**src/rtl/vn_lut_share_ctrl.sv**
```systemverilog
// Load/serve controller for one shared VN IB-LUT LUTRAM: streams the table into the write port, then time-shares the read port.
// Define VN_LUT_SHARE_RR_EN for round-robin arbitration; otherwise the lowest requester index wins.
module vn_lut_share_ctrl #(
  parameter int MSG_BITWIDTH  = 3,
  parameter int ADDR_BITWIDTH = 6,
  parameter int VN_LOAD_CYCLE = 64,
  parameter int SHARE_NUM     = 5,
  parameter int ID_BITWIDTH   = 3
) (
  input  logic                               sys_clk,
  input  logic                               rst,
  input  logic                               load_start,
  input  logic [MSG_BITWIDTH-1:0]            wr_data_i,
  input  logic                               wr_valid_i,
  output logic                               wr_ready_o,
  output logic [MSG_BITWIDTH-1:0]            lut_in,
  output logic [ADDR_BITWIDTH-1:0]           write_addr,
  output logic                               we,
  output logic [ADDR_BITWIDTH-1:0]           read_addr0,
  input  logic [MSG_BITWIDTH-1:0]            lut_data0,
  input  logic [SHARE_NUM-1:0]               req_i,
  input  logic [SHARE_NUM*ADDR_BITWIDTH-1:0] req_addr_i,
  output logic [SHARE_NUM-1:0]               gnt_o,
  output logic [MSG_BITWIDTH-1:0]            rd_data_o,
  output logic                               rd_valid_o,
  output logic [ID_BITWIDTH-1:0]             rd_id_o,
  output logic                               lut_ready_o,
  output logic                               load_done_o
);

  typedef enum logic [1:0] {IDLE, LOAD, DRAIN, SERVE} state_e;

  localparam logic [ADDR_BITWIDTH-1:0] LAST_ADDR = ADDR_BITWIDTH'(VN_LOAD_CYCLE - 1);

  state_e                    state_q, state_d;
  logic [ADDR_BITWIDTH-1:0]  cnt_q, cnt_d;
  logic                      beat;
  logic                      we_q;
  logic [MSG_BITWIDTH-1:0]   lut_in_q;
  logic [ADDR_BITWIDTH-1:0]  write_addr_q;
  logic [MSG_BITWIDTH-1:0]   rd_data_q;
  logic                      rd_valid_q;
  logic [ID_BITWIDTH-1:0]    rd_id_q;
  logic                      load_done_q;
  logic                      gnt_any;
  logic [ID_BITWIDTH-1:0]    gnt_idx;
  logic [ADDR_BITWIDTH-1:0]  rd_addr;

`ifdef VN_LUT_SHARE_RR_EN
  logic [ID_BITWIDTH-1:0]    ptr_q, ptr_d;
`endif

  // wr_ready_o is high exactly in LOAD, so a beat needs only the valid.
  assign beat = (state_q == LOAD) && wr_valid_i;

  always_comb begin
    state_d = state_q;
    cnt_d   = cnt_q;
    case (state_q)
      IDLE: begin
        if (load_start) begin
          state_d = LOAD;
          cnt_d   = '0;
        end
      end
      LOAD: begin
        if (beat) begin
          cnt_d = cnt_q + 1'b1;
          if (cnt_q == LAST_ADDR) state_d = DRAIN;
        end
      end
      DRAIN:   state_d = SERVE;
      SERVE: begin
        if (load_start) begin
          state_d = LOAD;
          cnt_d   = '0;
        end
      end
      default: state_d = IDLE;
    endcase
  end

  // Scan from lowest to highest priority so the highest-priority request is written last.
  always_comb begin
    int cand;
    cand    = 0;
    gnt_any = 1'b0;
    gnt_idx = '0;
    rd_addr = '0;
    if (state_q == SERVE) begin
      for (int i = SHARE_NUM - 1; i >= 0; i--) begin
`ifdef VN_LUT_SHARE_RR_EN
        cand = int'(ptr_q) + i;
        if (cand >= SHARE_NUM) cand = cand - SHARE_NUM;
`else
        cand = i;
`endif
        if (req_i[cand]) begin
          gnt_any = 1'b1;
          gnt_idx = ID_BITWIDTH'(cand);
          rd_addr = req_addr_i[cand*ADDR_BITWIDTH +: ADDR_BITWIDTH];
        end
      end
    end
  end

  for (genvar gi = 0; gi < SHARE_NUM; gi++) begin : g_gnt
    assign gnt_o[gi] = gnt_any && (gnt_idx == ID_BITWIDTH'(gi));
  end

`ifdef VN_LUT_SHARE_RR_EN
  always_comb begin
    ptr_d = ptr_q;
    if (gnt_any) ptr_d = (int'(gnt_idx) == SHARE_NUM - 1) ? '0 : gnt_idx + 1'b1;
  end

  always_ff @(posedge sys_clk) begin
    if (rst) ptr_q <= '0;
    else     ptr_q <= ptr_d;
  end
`endif

  always_ff @(posedge sys_clk) begin
    if (rst) begin
      state_q      <= IDLE;
      cnt_q        <= '0;
      we_q         <= 1'b0;
      lut_in_q     <= '0;
      write_addr_q <= '0;
      rd_data_q    <= '0;
      rd_valid_q   <= 1'b0;
      rd_id_q      <= '0;
      load_done_q  <= 1'b0;
    end else begin
      state_q     <= state_d;
      cnt_q       <= cnt_d;
      we_q        <= beat;
      if (beat) begin
        lut_in_q     <= wr_data_i;
        write_addr_q <= cnt_q;
      end
      load_done_q <= (state_q == DRAIN);
      rd_valid_q  <= gnt_any;
      if (gnt_any) begin
        rd_data_q <= lut_data0;
        rd_id_q   <= gnt_idx;
      end
    end
  end

  assign wr_ready_o  = (state_q == LOAD);
  assign lut_ready_o = (state_q == SERVE);
  assign load_done_o = load_done_q;
  assign we          = we_q;
  assign lut_in      = lut_in_q;
  assign write_addr  = write_addr_q;
  assign read_addr0  = rd_addr;
  assign rd_data_o   = rd_data_q;
  assign rd_valid_o  = rd_valid_q;
  assign rd_id_o     = rd_id_q;

endmodule

```
**config.mk**
```make
export PLATFORM = sky130hd
export DESIGN_NAME = vn_lut_share_ctrl
export DESIGN_NICKNAME = d
export VERILOG_FILES = /design/src/rtl/vn_lut_share_ctrl.sv
export SDC_FILE = /design/constraint.sdc
export NUM_CORES = 1
export LEC_CHECK = 0
export CORE_ASPECT_RATIO = 1.1
export CORE_MARGIN = 3
export CORE_UTILIZATION = 55
export DETAILED_ROUTE_END_ITERATION = 8
export DONT_BUFFER_PORTS = 1
export PLACE_DENSITY = 0.67
export REMOVE_ABC_BUFFERS = 1
export SLEW_MARGIN = 20
export SYNTH_ARGS = -nofsm -noshare
export SYNTH_HDL_FRONTEND = slang
export SYNTH_SLANG_ARGS = --single-unit
```
**constraint.sdc**
```tcl
create_clock -name sys_clk -period 2.8 [get_ports sys_clk]
set_input_delay 0.56 -clock sys_clk [delete_from_list [all_inputs] [get_ports sys_clk]]
set_output_delay 0.56 -clock sys_clk [all_outputs]
set_load 0.02 [all_outputs]
```
==> flow_metrics.env <==
export IMPL_period_share_pct=80.62
export IMPL_cts_resized_gates=0
export IMPL_seq_area_sq_um=520.5
export IMPL_cts_buffers_inserted=3
export IMPL_drt_pass1_iter_count=4
export IMPL_antenna_cells=0
export IMPL_vias=1204
export IMPL_worst_slew_pin_slew_ps=505.5
export IMPL_cap_violations=0
export IMPL_syn_area_sq_um=1394
export IMPL_cellLeakagePower_uw=0.0005467
export IMPL_ir_drop_uv=506.3
export IMPL_htreeDepth=1
export IMPL_crit_type="reg -> out"
export IMPL_critPathSlowestCell="dfxtp_1"
export IMPL_critPathLaunchType="register"
export IMPL_antenna_found_initial=0
export IMPL_crit_buf_inv=0
export IMPL_start_util_pct=60.09
export IMPL_cts_setup_buffers=0
export IMPL_synth_distinct_cells=32
export IMPL_synth_top_cell_area_share_pct=37.34
export IMPL_yosys_register_bits=26
export IMPL_finalHoldViolations=0
export IMPL_clk_pin_slew_ps=140
export IMPL_end_kind="output port"
export IMPL_die_width_um=54
export IMPL_synth_edf_count=0
export IMPL_outcome="completed"
export IMPL_min_from="rst"
export IMPL_netlist_instances=175
export IMPL_max_slew_margin_rel_pct=66.23
export IMPL_cp_slowest_stage_delay_ps=430
export IMPL_required_ps=2240
export IMPL_crit_chain="ha_1 -> nor3b_1 -> and3_1"
export IMPL_hold_class="in -> reg"
export IMPL_cts_max_path_buffers=2
export IMPL_netSwitchingPower_uw=357.1
export IMPL_reg2reg_to="state_q[0]"
export IMPL_fin_nets=220
export IMPL_r2r_cells=6
export IMPL_totalWireLength_mm=3.070
export IMPL_cts_tree="built"
export IMPL_grt_pass1_wl_mm=4.767
export IMPL_top_level_ports=76
export IMPL_fin_util_pct=61.97
export IMPL_port_buffers=0
export IMPL_wl_per_cell_um=15.43
export IMPL_skew_ps=3.824
export IMPL_via_per_inst=6.050
export IMPL_swShare_pct=35.01
export IMPL_yosysMostFrequentCell="dfxtp_1"
export IMPL_area_delta_synth_final_pct=3.142
export IMPL_drv_slew=0
export IMPL_syn_area_per_cell_sq_um=7.965
export IMPL_hpwl_mm=2.362
export IMPL_hold_buffers=0
export IMPL_fin_crit_ps=2257
export IMPL_async_flop_share_pct=0
export IMPL_grt_pass1_vias=1127
export IMPL_rows=18
export IMPL_grt_usage_pct=19.81
export IMPL_clock_root_buffer="clkbuf_4"
export IMPL_seq_area_frac_synth_pct=37.34
export IMPL_synth_area_leader_cell="dfxtp_1"
export IMPL_fillers=214
export IMPL_ys_top_cells_by_count="dfxtp_1, a21oi_1, nand2_1"
export IMPL_drt_iter0_drc=38
export IMPL_drc_errors=0
export IMPL_pwr_share_clk_pct=24.9
export IMPL_netlist_top_cells_area="dfxtp_1, a21oi_1, nand2_1"
export IMPL_ys_warnings_count=0
export IMPL_p_comb_share_pct=30.4
export IMPL_ant_nets=0
export IMPL_rsz0062_at_grt="no"
export IMPL_numClockSinks=26
export IMPL_crit_arrival_ps=1700
export IMPL_grt_ovfl_total=0
export IMPL_p_int_uw=662.7
export IMPL_hold_end="write_addr[3]"
export IMPL_worst_path_max_fanout=5
export IMPL_p_seq_share_pct=44.6
export IMPL_clkLatencyLatePin_ps=320
export IMPL_crit_family="simple AND/OR/NAND/NOR gates"
export IMPL_synth_ff_type="dfxtp_1"
export IMPL_gp_congestion=0.7016
export IMPL_drive_gt1_share_pct=4.734
export IMPL_fmax_ghz=0.4430
export IMPL_hold_depth=1
export IMPL_p_per_area_nw_per_um2=709.4
export IMPL_grt_max_degree=24
export IMPL_setup_tns_ps=0
export IMPL_multiInputGateArea_sq_um=785.8
export IMPL_finalSetupViolCount=0
export IMPL_die_h_um=58.80
export IMPL_die_area_sq_um=3175
export IMPL_rrSetupSlack_ps=650
export IMPL_core_area_sq_um=2320
export IMPL_timing_rr_start="state_q[0]"
## power groups by stage
| stage | registers (uW) | clock network, uW | logic [uW] |
|---|---|---|---|
| finish | 455 | 254 | 310 |
| global route | 462 | 271 | 351 |
| CTS | 457 | 260 | 312 |
| detailed placement | 466 | 0 | 302 |
| global placement | 463 | 0 | 295 |
| floorplan | 457 | 0 | 253 |
## layout by cell type (no fill, tap or decap)
cell | Yosys | layout
dfxtp_1 | 26 | 26
a21oi_1 | 25 | 25
nand2_1 | 24 | 24
nor2_1 | 16 | 16
inv_1 | 9 | 9
a221oi_1 | 8 | 8
o21ai_0 | 8 | 8
nor2b_1 | 6 | 6
a211o_1 | 6 | 6
ha_1 | 5 | 5
and2_1 | 4 | 4
xnor2_1 | 4 | 4
mux2i_1 | 3 | 3
clkbuf_4 | 0 | 3
and3_1 | 2 | 2
nand3_1 | 2 | 2
o211ai_1 | 2 | 2
nor4_1 | 2 | 2
a2bb2oi_1 | 2 | 2
nor3b_1 | 1 | 1
or3_1 | 1 | 1
o21ai_1 | 1 | 1
o21bai_1 | 1 | 1
or3_4 | 1 | 1
o31ai_4 | 1 | 1
nor4b_1 | 1 | 1
nor3_1 | 1 | 1
or2_1 | 1 | 1
mux2_2 | 1 | 1
bufinv_16 | 0 | 1
buf_4 | 1 | 1
## state kept, by name, indices dropped and copies added (netlist names)
| register | flops |
|---|---|
| cnt_q | 6 |
| rd_data_o | 3 |
| state_q | 2 |
| rd_valid_o | 1 |
| we | 1 |
| rd_id_o | 3 |
| load_done_o | 1 |
| write_addr | 6 |
| lut_in | 3 |
## cells by family after synthesis
| logic type | count (synthesis) | synth area share, % |
|---|---|---|
| AO/OA/AOI/OAI | 54 | 25.40 |
| XOR/XNOR | 4 | 2.513 |
| adder cells (fa/ha/maj) | 5 | 4.488 |
| buffers and inverters | 20 | 6.283 |
| flip-flops | 26 | 37.34 |
| multiplexers | 4 | 2.962 |
| AND/OR/NAND/NOR | 62 | 21.01 |
## per-layer routing
layer,vias up,global-route usage (%),wire (um)
li1,603,-,-
met1,547,21.42,1171
met2,52,37.02,1630
met3,2,4.304,252
met4,0,6.406,14
met5,-,0,0
## worst max path at each step
| stage | cells past startpoint | to | from | slack (ps) |
|---|---|---|---|---|
| 6_report | 3 | gnt_o[4] | state_q[0] | 540 |
| 3_5_place_dp | 4 | read_addr0[2] | req_i[4] | 530 |
| 4_1_cts | 3 | gnt_o[4] | state_q[0] | 520 |
| 5_1_grt | 3 | gnt_o[4] | state_q[0] | 310 |
| 3_3_place_gp | 4 | read_addr0[5] | req_i[4] | 560 |
| 2_1_floorplan | 4 | read_addr0[0] | req_i[4] | 670 |
## area by class of cell
| type | count | share of cell area [%] |
|---|---|---|
| Clock buffer | 3 | 1.567 |
| Clock inverter | 1 | 2.089 |
| Inverter | 9 | 2.350 |
| Multi-Input combinational cell | 129 | 54.66 |
| Sequential cell | 26 | 36.21 |
| Tap cell | 30 | 2.611 |
| Timing Repair Buffer | 1 | 0.5222 |
## stage by stage
stage                     area, sq um  worst slack [ps]  instances  hold slack, ps  total power (uW)
after floorplan                  1340             669.4        164           451.5             709.6
after global placement           1385             561.3        195           471.4             757.3
after detailed placement         1385             529.6        195           474.4             767.9
after CTS                        1438             523.3        199           271.8              1029
after global routing             1438             308.0        199           263.1              1085
final                            1438             542.7        199           287.9              1020
Power figures use the tool's default switching activity.
